`src/rtl/cpu_defs.sv`:
```
// Shared definitions for the HI/LO multiply/divide path: op_type encodings,
// controller state encoding and the unit's nominal latency.
// No ports; imported by mul_div_ctrl and anything that talks to the mul_div unit.
package cpu_defs;

    // op_type encodings presented by EX; 6 and 7 are reserved no-ops
    localparam logic [2:0] MD_MULT  = 3'd0;
    localparam logic [2:0] MD_MULTU = 3'd1;
    localparam logic [2:0] MD_DIV   = 3'd2;
    localparam logic [2:0] MD_DIVU  = 3'd3;
    localparam logic [2:0] MD_MTHI  = 3'd4;
    localparam logic [2:0] MD_MTLO  = 3'd5;

    // Start-high cycles the unit needs before it raises ready
    localparam int MD_LATENCY = 34;

    typedef enum logic [1:0] {
        ST_IDLE    = 2'd0,
        ST_BUSY    = 2'd1,
        ST_DRAIN   = 2'd2,
        ST_RELEASE = 2'd3
    } md_state_t;

endpackage

```
`src/rtl/mul_div_ctrl.sv`:
```
// Sequencer between EX and the multi-cycle mul_div unit; owns HI/LO and stalls EX
// while a multiply/divide is in flight. Ports: EX op/operands/flush in, stall out;
// md_* start/operand handshake to the unit; hi/lo, write pulse and sticky timeout out.
module mul_div_ctrl
    import cpu_defs::*;
#(
    parameter int TIMEOUT = 48
) (
    input  logic        clk,
    input  logic        rst,
    input  logic        op_valid_i,
    input  logic [2:0]  op_type_i,
    input  logic [31:0] opa_i,
    input  logic [31:0] opb_i,
    input  logic        flush_i,
    output logic        stall_o,
    output logic        md_sel_o,
    output logic        md_signed_o,
    output logic [31:0] md_opa_o,
    output logic [31:0] md_opb_o,
    output logic        md_start_o,
    output logic        md_annul_o,
    input  logic [63:0] md_result_i,
    input  logic        md_ready_i,
    output logic [31:0] hi_o,
    output logic [31:0] lo_o,
    output logic        hilo_we_o,
    output logic        err_o
);

    localparam int TW = $clog2(TIMEOUT + 1);

    md_state_t   state, state_nx;
    logic [TW-1:0] tcnt, tcnt_nx;
    // Set when RELEASE is reached after a drain/flush: the op now in EX is a new one
    // and must keep waiting. After a normal completion (or BUSY timeout) the op in EX
    // is the one just retired, so it is let go during RELEASE.
    logic        rel_hold, rel_hold_nx;
    logic        start_nx, sel_nx, sgn_nx, err_nx;
    logic [31:0] opa_nx, opb_nx, hi_nx, lo_nx;
    logic        take, is_mul, is_div, is_md, div0, timed_out;

    assign take      = op_valid_i & ~flush_i;
    assign is_mul    = (op_type_i == MD_MULT) | (op_type_i == MD_MULTU);
    assign is_div    = (op_type_i == MD_DIV)  | (op_type_i == MD_DIVU);
    assign is_md     = is_mul | is_div;
    assign div0      = is_div & (opb_i == 32'd0);
    assign timed_out = (tcnt >= TW'(TIMEOUT - 1));
    assign md_annul_o = 1'b0;

    always_ff @(posedge clk) begin
        if (rst) begin
            state       <= ST_IDLE;
            tcnt        <= '0;
            rel_hold    <= 1'b0;
            md_start_o  <= 1'b0;
            md_sel_o    <= 1'b0;
            md_signed_o <= 1'b0;
            md_opa_o    <= 32'd0;
            md_opb_o    <= 32'd0;
            hi_o        <= 32'd0;
            lo_o        <= 32'd0;
            err_o       <= 1'b0;
        end else begin
            state       <= state_nx;
            tcnt        <= tcnt_nx;
            rel_hold    <= rel_hold_nx;
            md_start_o  <= start_nx;
            md_sel_o    <= sel_nx;
            md_signed_o <= sgn_nx;
            md_opa_o    <= opa_nx;
            md_opb_o    <= opb_nx;
            hi_o        <= hi_nx;
            lo_o        <= lo_nx;
            err_o       <= err_nx;
        end
    end

    always_comb begin
        state_nx    = state;
        tcnt_nx     = tcnt;
        rel_hold_nx = 1'b0;
        start_nx    = md_start_o;
        sel_nx      = md_sel_o;
        sgn_nx      = md_signed_o;
        opa_nx      = md_opa_o;
        opb_nx      = md_opb_o;
        hi_nx       = hi_o;
        lo_nx       = lo_o;
        err_nx      = err_o;
        hilo_we_o   = 1'b0;
        stall_o     = 1'b0;

        case (state)
            ST_IDLE: begin
                if (take && is_md && !div0) begin
                    sel_nx   = is_mul;
                    sgn_nx   = (op_type_i == MD_MULT) | (op_type_i == MD_DIV);
                    opa_nx   = opa_i;
                    opb_nx   = opb_i;
                    start_nx = 1'b1;
                    tcnt_nx  = '0;
                    state_nx = ST_BUSY;
                    stall_o  = 1'b1;
                end
            end
            ST_BUSY: begin
                stall_o = 1'b1;
                tcnt_nx = tcnt + 1'b1;
                if (flush_i) begin
                    // A flush beats a same-cycle ready: the result belongs to a killed op
                    if (md_ready_i) begin
                        start_nx    = 1'b0;
                        rel_hold_nx = 1'b1;
                        state_nx    = ST_RELEASE;
                    end else begin
                        state_nx = ST_DRAIN;
                    end
                end else if (md_ready_i) begin
                    hi_nx     = md_result_i[63:32];
                    lo_nx     = md_result_i[31:0];
                    hilo_we_o = 1'b1;
                    start_nx  = 1'b0;
                    state_nx  = ST_RELEASE;
                end else if (timed_out) begin
                    err_nx   = 1'b1;
                    start_nx = 1'b0;
                    state_nx = ST_RELEASE;
                end
            end
            ST_DRAIN: begin
                // Start stays high so the unit's iteration counter runs to completion
                stall_o = take & is_md;
                tcnt_nx = tcnt + 1'b1;
                if (md_ready_i || timed_out) begin
                    err_nx      = err_o | ~md_ready_i;
                    start_nx    = 1'b0;
                    rel_hold_nx = 1'b1;
                    state_nx    = ST_RELEASE;
                end
            end
            ST_RELEASE: begin
                stall_o  = rel_hold & take & is_md;
                state_nx = ST_IDLE;
            end
            default: state_nx = ST_IDLE;
        endcase

        // mthi/mtlo never touch the unit; only BUSY (EX frozen) blocks them
        if (state != ST_BUSY && take) begin
            if (op_type_i == MD_MTHI) begin
                hi_nx     = opa_i;
                hilo_we_o = 1'b1;
            end else if (op_type_i == MD_MTLO) begin
                lo_nx     = opa_i;
                hilo_we_o = 1'b1;
            end
        end
    end

endmodule

```
`config.mk`:
```
export PLATFORM = sky130hd
export DESIGN_NAME = mul_div_ctrl
export DESIGN_NICKNAME = d
export VERILOG_FILES = /design/src/rtl/cpu_defs.sv /design/src/rtl/mul_div_ctrl.sv
export SDC_FILE = /design/constraint.sdc
export NUM_CORES = 1
export LEC_CHECK = 0
export ABC_CLOCK_PERIOD_IN_PS = 4800
export BUFFER_PORTS_ARGS = -buffer_cell sky130_fd_sc_hd__buf_2
export CAP_MARGIN = 5
export CORE_MARGIN = 1.5
export CORE_UTILIZATION = 51
export DETAILED_ROUTE_END_ITERATION = 6
export PLACE_DENSITY = 0.85
export SLEW_MARGIN = 40
export SYNTH_ARGS = -nofsm -noshare
export SYNTH_HDL_FRONTEND = slang
export SYNTH_SLANG_ARGS = --single-unit
```
`constraint.sdc`:
```
create_clock -name clk -period 4.8 [get_ports clk]
set_input_delay 0.72 -clock clk [delete_from_list [all_inputs] [get_ports clk]]
set_output_delay 0.72 -clock clk [all_outputs]
set_load 0.02 [all_outputs]
```
== Word-level counts from Yosys, hierarchy flattened ==
Cells that the tools add are included.
Cells by class
  add/sub/neg operators: 1
  $mul: 0
  divide/modulo/power cells: 0
  order comparisons: 1
  equal/unequal tests: 17
  shifts and indexed selects: 0
  multiplexer cells: 43
  bitwise operators: 12
  reduce and logical (&&, ||, !) cells: 17
Operators with widths (count)
  two-way mux 32 bit: 11
  logical NOT 32 bit: 1
  two-way mux 1 bit: 20
  one-hot mux 6 bit (2 select lines): 1
  two-way mux 2 bit: 5
  != test 2 bit (second input constant): 5
  AND reduction 5 bit: 2
  one-hot mux 2 bit (4 select lines): 1
  adder 6 x 1 -> 6 bit (second input constant): 1
  equality test 3 x 2 -> 1 bit (second input constant): 2
  equality test 3 bit (second input constant): 2
  greater-or-equal comparator 6 bit (second input constant): 1
  two-way mux 6 bit: 1
  != test 3 bit (second input constant): 2
  AND 1 bit: 5
  bitwise OR 1 bit: 5
  equality test 2 bit (second input constant): 2
  != test 4 bit (second input constant): 1
  one-hot mux 1 bit (2 select lines): 2
  one-hot mux 1 bit (4 select lines): 1
  AND reduction 2 bit: 2
  nonzero test 2 bit: 2
  equality test 3 x 1 -> 1 bit (second input constant): 1
  logical AND 1 bit: 3
  11 further kinds: 12
Word-level totals
  bits in registers: 141
  latch bits: 0
  bits in writable memories: 0
  memory bits (read-only): 0
  input bits: 136
  output and inout port bits: 135
  word-level logic and storage cells: 102
  memories: 0

== Logic depth before layout (Yosys ltp) ==
Gate-level depths: netlist of run 1.
  word-level depth: 7
  gate-level depth with buffers: 9
  mapped depth without buffers: 7

== Worst setup path before layout of run 1 ==
OpenSTA, ideal clock, no wires.
  kind: in2out
  start: in opb_i[27]
  end: out stall_o
  data arrival time: 1775 ps
  data required time: 4080 ps
  setup slack: 2305 ps
  stages: 5
  path through: nor4_1 nand4_1 o32ai_1 buf_2 a21oi_1
Between the ends
  longest elaborated chain between the ends: 6
Ends and longest elaborated chain
  start, declared: RTL line mul_div_ctrl.sv:14  | input logic [31:0] opb_i,
  logical NOT 32 bit: RTL line mul_div_ctrl.sv:47  | assign div0 = is_div & (opb_i == 32'd0);
  AND 1 bit: RTL line mul_div_ctrl.sv:47
  logical NOT 1 bit: RTL line mul_div_ctrl.sv:96  | if (take && is_md && !div0) begin
  logical AND 1 bit: RTL line mul_div_ctrl.sv:96
  two-way mux 1 bit: RTL line mul_div_ctrl.sv:96
  one-hot mux 1 bit (4 select lines): RTL line mul_div_ctrl.sv:94  | case (state)
  end, declared: RTL line mul_div_ctrl.sv:16  | output logic stall_o,
No other way between the ends.

== Worst setup path in the final report of run 1 ==
Ends and elaborated chain as after synthesis.

==> impl_metrics.tcl, run 1 <==
set metrics [dict create \
    status "complete, no violations" \
    syn_inst 758 \
    grt_pass1_wl_um 29070 \
    max_freq_ghz 0.3243 \
    setup-violations-final 0 \
    async_reset_ff_frac 0 \
    ys_seq_area_frac 0.4743 \
    slowest_stage "nor4_1" \
    core_mm2 0.01142 \
    tightestPinTransition_ns 0.8067 \
    cp_num_cells 7 \
    cts_resized 0 \
    portBuffers 269 \
    crit_top_cell "buf_2" \
    critPathRequiredTime_ns 4.08 \
    wl_um 18450 \
    powerDensity_mw_per_mm2 430.2 \
    cts_hold_buf 0 \
    cp-start-kind "input pin" \
    syn_nets 899 \
    die_area_mm2 0.01233 \
    cts_tree "done" \
    min_period_ns 3.084 \
    yosys.cell_types.count 44 \
    pre_cts_ws_ns 1.698 \
    cpPeakStageDelay_ns 0.49 \
    layout-drive-gt1-share 0.3187 \
    overflow 0 \
    yosys.area.top_type_share 0.4743 \
    wire_per_inst_um 16.13 \
    drc 0 \
    fin_util 0.6872 \
    yosysTopAreaCell "dfxtp_1" \
    initial_utilization 0.5211 \
    skew_ns 0.01220 \
    relSlewSlack 0.4622 \
    fin_ws_ns 1.716 \
    reg2reg_depth 7 \
    instances_no_fill 1144 \
    synth_common_cells "201 x nand2_1, 141 x dfxtp_1, 76 x a21oi_1" \
    r2r_setup_slack_ns 2.55 \
    yosysMostFrequentCell "nand2_1" \
    area_delta_synth_final_pct 31.85 \
    synth.ff_latch_count 141 \
    setup_tns_ns 0 \
    cap_violations 0 \
    cp.arrival_ns 2.36 \
    slew_violations 0 \
    antenna_cells 0 \
    critPathTopFamily "simple AND/OR/NAND/NOR gates" \
    final_hold_viol_count 0 \
    cp_max_fo 11 \
    cts-root-buf "clkbuf_16" \
    antenna_found_initial 0 \
    synth_edf_count 0 \
    row_count 39 \
    clk_pin_slew_worst_paths_ns 0.06 \
    dieHeight_um 111.0 \
    post-route-period-util 0.6425 \
    grt_use_total 0.2923 \
    path_buf_inv 3 \
    htreeDepth 4 \
    cp_cell_sequence "buf_2 > nor4_1 > nand4_1 > o32ai_1 > buf_4 > a21oi_1 > buf_2" \
    synth_top_flop_cell "dfxtp_1" \
    synth.yosys.warnings 0 \
    clkLatencyLatePin_ns 0.41 \
    end_kind "primary output" \
    ant_nets 0 \
    rsz0062_at_grt "false" \
    die_x_um 111.0 \
    detailed_place_hpwl_um 12540 \
    io_pins 271 \
    layout.nets 1129 \
    syn_area_per_cell_um2 7.851 \
    worstHoldPathType "register to register" \
    synth.cell_area_mm2 0.005951 \
    p_leak_uw 0.003408 \
    clkSinkCount 141 \
    postCtsSetupRepairBufs 0 \
    numCtsBuffers 17 \
    vias 6390 \
    routabilityCongestion 0.8565 \
    drtIter0Drc 676 \
    synth_area_leaders "dfxtp_1 47%, nand2_1 13%, a311oi_1 9.4%, a21oi_1 6.4%, nand3_1 6.1%" \
    dpl.cell_count 1112 \
    clk_path_buf_depth 2 \
    irDropWorstVdd_uv 255.3 \
    crit_type "input pin to primary output" \
    firstDrtPassIters 5 \
    grt_max_degree 76 \
    hold_depth 2 \
    grt_pass1_vias 5867 \
    vias_per_cell 5.586 \
]
-- registers in the layout, indices dropped and copies added, names as in the netlist --
signal / count
md_signed_o: 1
md_sel_o: 1
rel_hold: 1
state: 2
lo_o: 32
md_start_o: 1
hi_o: 32
err_o: 1
md_opa_o: 32
tcnt: 6
md_opb_o: 32
-- placed cells by master (no fill, tap or decap), types with 2 or more instances in the layout --
cell type   netlist  routed
o31ai_1           2       2
buf_4             1      11
nor3_1            2       2
clkbuf_16         0      17
clkinv_2          0       3
inv_1             8       8
bufinv_16         0       3
a21oi_1          76      76
buf_2            13     268
o32ai_1           2       2
clkinv_4          0       2
nand2b_1          2       2
a311oi_1         64      64
or4_1             2       2
nand2_1         201     200
dfxtp_1         141     141
nor2_1           75      75
or3_1             2       2
inv_6             0       3
o211a_1           2       2
nand4_1           3       3
ha_1              5       5
nor4_1            6       6
clkinvlp_4        0       2
o21ai_0           3       3
nand3_1          73      73
-- report_power, final --
group          internal (uW)  total, uW  leakage, uW  switching, uW
combinational            244        721      0.00197            477
clock                    835       1340     0.000294            500
sequential              1260       1320      0.00114           54.7
total                   2340       3380      0.00341           1030
-- area by class of cell --
type                            count  area, um2
Fill cell                        1028       3572
Sequential cell                   141       2823
Multi-Input combinational cell    541       2784
Timing Repair Buffer              279       1424
Clock buffer                       19      442.9
Tap cell                          143      178.9
Clock inverter                     13      163.9
Inverter                            8      30.03
-- cells by family (layout without fill, tap and decap cells) --
group,Yosys count,count (layout),synth area share
AO/OA/AOI/OAI,160,160,0.1859
adder cells (fa/ha/maj),5,5,0.01051
buffers and inverters,76,319,0.06140
flip-flops,141,141,0.4743
multiplexers,1,1,0.001682
other,1,1,0.0006302
AND/OR/NAND/NOR,374,374,0.2656
-- through the flow --
step | power (uW) | hold WS, ns | instance area [um2]
final | 3376 | 0.4502 | 7846
after CTS | 3392 | 0.4512 | 7846
after global placement | 2045 | 0.4386 | 7239
after global routing | 3526 | 0.4644 | 7846
after floorplan | 1810 | 0.4469 | 5951
after detailed placement | 2057 | 0.4432 | 7239
-- worst reg2reg max path, cell delays in order (launching register included) --
cell and delay, ns:
dfxtp_1 0.43, inv_1 0.12, ha_1 0.27, nor2_1 0.14
nand3_1 0.10, or2_2 0.43, buf_4 0.35, a311oi_1 0.31
-- metal layers --
layer  track usage  wire length, um
met1        0.3585             7604
met4        0.1333              641
met3       0.07490             1529
met5             0                0
met2        0.4840             8676
-- worst paths after layout --
path / from / endpoint
max: opb_i[27] / stall_o
min: md_opa_o[5]$_SDFFE_PP0P_ / md_opa_o[5]$_SDFFE_PP0P_
max reg2reg: state[1]$_SDFFE_PP0P_ / hi_o[23]$_SDFF_PP0_
min reg2reg: md_opa_o[5]$_SDFFE_PP0P_ / md_opa_o[5]$_SDFFE_PP0P_
Power figures use the tool's default switching activity.
==> run 2, diff against run 1 <==
- ABC_CLOCK_PERIOD_IN_PS: 4800 -> 3050
- CORE_UTILIZATION: 51 -> 47
- PLACE_DENSITY: 0.85 -> 0.79
- clock period: 4.8 -> 3.05 ns (I/O delays scaled with it)
==> impl_metrics.tcl, run 2 (synthesis results as in run 1) <==
set metrics [dict create \
    r2r-end "hi_o[8]$_SDFF_PP0_" \
    clkPwrFrac 0.388 \
    end_kind "primary output" \
    holdPathEnd "md_opb_o[15]$_SDFFE_PP0P_" \
    htreeDepth 4 \
    reg2reg_depth 7 \
    die_x_um 115.5 \
    postCtsSetupRepairBufs 0 \
    fin_util 0.6598 \
    clkLatencyLatePin_ns 0.41 \
    place_area_mm2 0.007430 \
    initial_utilization 0.4893 \
    vias_per_cell 5.415 \
    setup_tns_ns 0 \
    area_delta_synth_final_pct 34.84 \
    routabilityCongestion 0.8926 \
    status "complete, no violations" \
    drc 0 \
    grt_max_degree 136 \
    io_pins 271 \
    timing.rr.start "state[1]$_SDFFE_PP0P_" \
    critPathRequiredTime_ns 2.59 \
    detailed_place_hpwl_um 13010 \
    hp-start "opb_i[15]" \
    most-common-layout-cells "268 x buf_2, 200 x nand2_1, 141 x dfxtp_1, 76 x a21oi_1, 75 x nor2_1" \
    cp_cell_sequence "buf_2 > nor4_1 > nand4_1 > o32ai_1 > a21oi_1 > buf_2" \
    slew_violations 0 \
    cts_tree "done" \
    tightestPinTransition_ns 0.5973 \
    wire_per_inst_um 15.98 \
    max_freq_ghz 0.3973 \
    final_cell_area_mm2 0.008024 \
    cts_hold_buf 0 \
    p_seq_frac 0.391 \
    vias 6384 \
    portBuffers 269 \
    rsz0062_at_grt "false" \
    multi_input_area_mm2 0.002784 \
    dieHeight_um 115.5 \
    cp_max_fo 3 \
    layout-drive-gt1-share 0.3248 \
    clk_pin_slew_worst_paths_ns 0.06 \
    powerDensity_mw_per_mm2 661.6 \
    regArea_mm2 0.002823 \
    clkSinkCount 141 \
    hold_depth 3 \
    row_count 40 \
    cts_resized 0 \
    crit_type "input pin to primary output" \
    nFillCells 1084 \
    core_mm2 0.01216 \
    cp-start-kind "input pin" \
    swShare 0.3117 \
    cpPeakStageDelay_ns 0.50 \
    wl_um 18850 \
    crit_top_cell "buf_2" \
    cts-root-buf "clkbuf_16" \
    irDropWorstVdd_uv 432.8 \
    antenna_found_initial 2 \
    cap_violations 0 \
    post-route-period-util 0.8253 \
    clk_path_buf_depth 2 \
    grt_use_total 0.2777 \
    ant_nets 0 \
    grt_pass1_wl_um 29030 \
    layout.nets 1138 \
    drtIter0Drc 476 \
    numCtsBuffers 17 \
    skew_ns 0.01281 \
    cp.arrival_ns 2.06 \
    firstDrtPassIters 6 \
    p_leak_uw 0.003475 \
    relSlewSlack 0.6018 \
    overflow 0 \
    comb_power_share 0.221 \
    grt_pass1_vias 5781 \
    r2r_setup_slack_ns 0.79 \
    setup-violations-final 0 \
    final_hold_viol_count 0 \
    final_common_cell "buf_2" \
    worstHoldPathType "input pin to register" \
    switching_power_uw 1655 \
    slowest_stage "nor4_1" \
    internal_power_uw 3654 \
    die_area_mm2 0.01334 \
    min_period_ns 2.517 \
]
## run 2: cell types whose count changed in the layout (fill, tap and decap cells not counted), sizes merged
cell,delta
clkbuf,+1
clkinv,-2
clkinvlp,+2
bufinv,-1
buf,+9
diode,+1
## run 2: power by group through the flow
stage,Sequential (uW),Combinational (uW),Clock [uW]
global route,2090,1270,2170
detailed placement,2110,1160,0
CTS,2080,1170,2090
floorplan,2270,578,0
finish,2080,1170,2060
global placement,2110,1150,0
## run 2: layout make-up
cell class	instances	area share
Inverter	8	0.003742
Timing Repair Buffer	288	0.1973
Tap cell	168	0.02620
Sequential cell	141	0.3518
Clock buffer	20	0.05692
Antenna cell	1	0.0003119
Clock inverter	12	0.01684
Multi-Input combinational cell	541	0.3470
## run 2: how the worst max path moves through the flow
| stage | startpoint | end | slack, ns |
|---|---|---|---|
| 6_report | opb_i[27] | stall_o | 0.53 |
| 3_5_place_dp | opb_i[27] | md_opb_o[28]$_SDFFE_PP0P_ | 0.39 |
| 5_1_grt | state[0]$_SDFFE_PP0P_ | hilo_we_o | 0.43 |
| 3_3_place_gp | opb_i[27] | md_opb_o[29]$_SDFFE_PP0P_ | 0.46 |
| 4_1_cts | opb_i[27] | stall_o | 0.47 |
| 2_1_floorplan | state[1]$_SDFFE_PP0P_ | hilo_we_o | 1.02 |
## run 2: per-stage QoR
| step | total power [uW] | setup slack [ns] | std cells | hold WS [ns] |
|---|---|---|---|---|
| 2_1_floorplan | 2848 | 1.025 | 758 | 0.4469 |
| 3_3_place_gp | 3261 | 0.4582 | 1145 | 0.4390 |
| 3_5_place_dp | 3271 | 0.3888 | 1146 | 0.4430 |
| 4_1_cts | 5332 | 0.4703 | 1178 | 0.2811 |
| 5_1_grt | 5535 | 0.4287 | 1179 | 0.2952 |
| 6_report | 5309 | 0.5328 | 1179 | 0.2966 |
## run 2: critical path: cells and delay by family
family	cells	cell delay, ns
buf+inv	2	0.29
simple gates	2	0.80
compound gates	2	0.51
## run 2: layer usage
layer,vias up,part of all wire,track usage
met3,32,0.089,0.09153
met2,295,0.48,0.4576
met4,0,0.024,0.09383
met5,-,0,0
li1,3121,-,-
met1,2936,0.41,0.3430
==> run 3, diff against run 2 <==
- ABC_CLOCK_PERIOD_IN_PS: 3050 -> 2600
- clock period: 3.05 -> 2.6 ns (I/O delays scaled with it)
==> impl_metrics.tcl, run 3 (synthesis results as in run 1) <==
set metrics [dict create \
    wl_um 19000 \
    wire_per_inst_um 16.17 \
    min_period_ns 2.370 \
    cts_hold_buf 0 \
    htreeDepth 4 \
    path_buf_inv 2 \
    cts_tree "done" \
    r2r-end "tcnt[4]$_SDFFE_PP0P_" \
    worstHoldPathType "input pin to register" \
    hold_depth 3 \
    final_common_cell "buf_2" \
    die_x_um 115.5 \
    swShare 0.2966 \
    drtIter0Drc 511 \
    final_hold_viol_count 0 \
    firstDrtPassIters 5 \
    slowest_stage "ha_1" \
    ant_nets 0 \
    reg2reg_depth 7 \
    cts_resized 0 \
    switching_power_uw 1916 \
    end_kind "primary output" \
    tightestPinTransition_ns 0.6506 \
    status "complete, no violations" \
    cp_max_fo 7 \
    critPathRequiredTime_ns 2.21 \
    vias 6411 \
    overflow 0 \
    grt_pass1_vias 5809 \
    crit_type "register to primary output" \
    drc 0 \
    cts-root-buf "clkbuf_16" \
    post-route-period-util 0.9114 \
    area_delta_synth_final_pct 34.48 \
    slew_violations 0 \
    p_leak_uw 0.003482 \
    grt_use_total 0.2812 \
    fin_ws_ns 0.2303 \
    cpPeakStageDelay_ns 0.37 \
    clkSinkCount 141 \
    clkLatencyLatePin_ns 0.42 \
    dieHeight_um 115.5 \
    antenna_found_initial 0 \
    die_area_mm2 0.01334 \
    clk_pin_slew_worst_paths_ns 0.06 \
    row_count 40 \
    p_seq_frac 0.377 \
    comb_power_share 0.211 \
    layout-drive-gt1-share 0.3221 \
    core_mm2 0.01216 \
    grt_pass1_wl_um 29250 \
    irDropWorstVdd_uv 440.3 \
    portBuffers 269 \
    initial_utilization 0.4893 \
    cp-start-kind "register" \
    timing.rr.start "state[0]$_SDFFE_PP0P_" \
    setup_tns_ns 0 \
    rsz0062_at_grt "false" \
    holdPathEnd "md_opb_o[15]$_SDFFE_PP0P_" \
    detailed_place_hpwl_um 12960 \
    cap_violations 0 \
    max_freq_ghz 0.4220 \
    hp-start "opb_i[15]" \
    cp.arrival_ns 1.98 \
    numCtsBuffers 17 \
    powerDensity_mw_per_mm2 807.3 \
    postCtsSetupRepairBufs 0 \
    grt_max_degree 75 \
    r2r_setup_slack_ns 0.33 \
    relSlewSlack 0.5663 \
    internal_power_uw 4544 \
    critPathTopFamily "compound AO/OA/AOI/OAI gates" \
    skew_ns 0.02011 \
    cp_cell_sequence "inv_1 > ha_1 > nand4_1 > o32ai_1 > a21oi_1 > buf_2" \
    io_pins 271 \
    vias_per_cell 5.456 \
    clkPwrFrac 0.412 \
    layout.nets 1134 \
    most-common-layout-cells "268 x buf_2, 200 x nand2_1, 141 x dfxtp_1, 76 x a21oi_1, 75 x nor2_1" \
    clk_path_buf_depth 2 \
    routabilityCongestion 0.8626 \
    setup-violations-final 0 \
    pre_cts_ws_ns 0.09405 \
]
-- run 3: changes by cell type in the layout (fill, tap and decap cells not counted), sizes merged --
cell,previous run,this run
buf,288,284
bufinv,2,4
clkbuf,20,23
clkinv,3,5
clkinvlp,4,0
inv,11,8
-- run 3: layout make-up --
cell class / instances / area, um2
Clock buffer: 23 / 498.0
Clock inverter: 9 / 156.4
Tap cell: 168 / 210.2
Antenna cell: 1 / 2.502
Inverter: 8 / 30.03
Sequential cell: 141 / 2823
Fill cell: 1101 / 4159
Timing Repair Buffer: 284 / 1499
Multi-Input combinational cell: 541 / 2784
-- run 3: worst min-delay path, delay by kind of cell --
kind                   cells  cell delay [ns]
and+or+nand+nor            1             0.05
buffers and inverters      1             0.10
AOI/OAI and AO/OA          1             0.05
-- run 3: stage by stage --
stage          power (uW)  utilization  hold WS (ns)  instance area [um2]  std cells
2_1_floorplan        3341            -        0.4469                 5951        758
3_3_place_gp         3820       0.6040        0.4384                 7346       1142
3_5_place_dp         3832       0.6040        0.4434                 7346       1142
4_1_cts              6486       0.6578        0.2120                 8000       1174
5_1_grt              6743       0.6578        0.2204                 8000       1174
6_report             6461       0.6580        0.2225                 8003       1175
-- run 3: per-layer routing --
| metal | wire [um] | share of wire | track usage | vias up |
|---|---|---|---|---|
| met1 | 7786 | 0.41 | 0.3421 | 2962 |
| met3 | 1669 | 0.088 | 0.07584 | 30 |
| li1 | - | - | - | 3119 |
| met2 | 9121 | 0.48 | 0.4714 | 300 |
| met4 | 425 | 0.022 | 0.1169 | 0 |
| met5 | 0 | 0 | 0 | - |
-- run 3: power groups by stage --
| stage | registers [uW] | logic [uW] | clock network (uW) |
|---|---|---|---|
| 2_1_floorplan | 2660 | 678 | 0 |
| 3_3_place_gp | 2480 | 1340 | 0 |
| 3_5_place_dp | 2480 | 1360 | 0 |
| 4_1_cts | 2440 | 1370 | 2680 |
| 5_1_grt | 2460 | 1490 | 2800 |
| 6_report | 2440 | 1360 | 2660 |
-- run 3: worst max-delay path by stage --
stage | start | to | slack [ns] | cells past startpoint
final | state[1]$_SDFFE_PP0P_ | stall_o | 0.23 | 6
after global routing | state[1]$_SDFFE_PP0P_ | stall_o | 0.11 | 6
after CTS | opb_i[27] | stall_o | 0.19 | 6
after detailed placement | opb_i[27] | tcnt[5]$_SDFFE_PP0P_ | 0.09 | 7
after global placement | opb_i[27] | tcnt[5]$_SDFFE_PP0P_ | 0.25 | 7
after floorplan | state[1]$_SDFFE_PP0P_ | hilo_we_o | 0.64 | 7
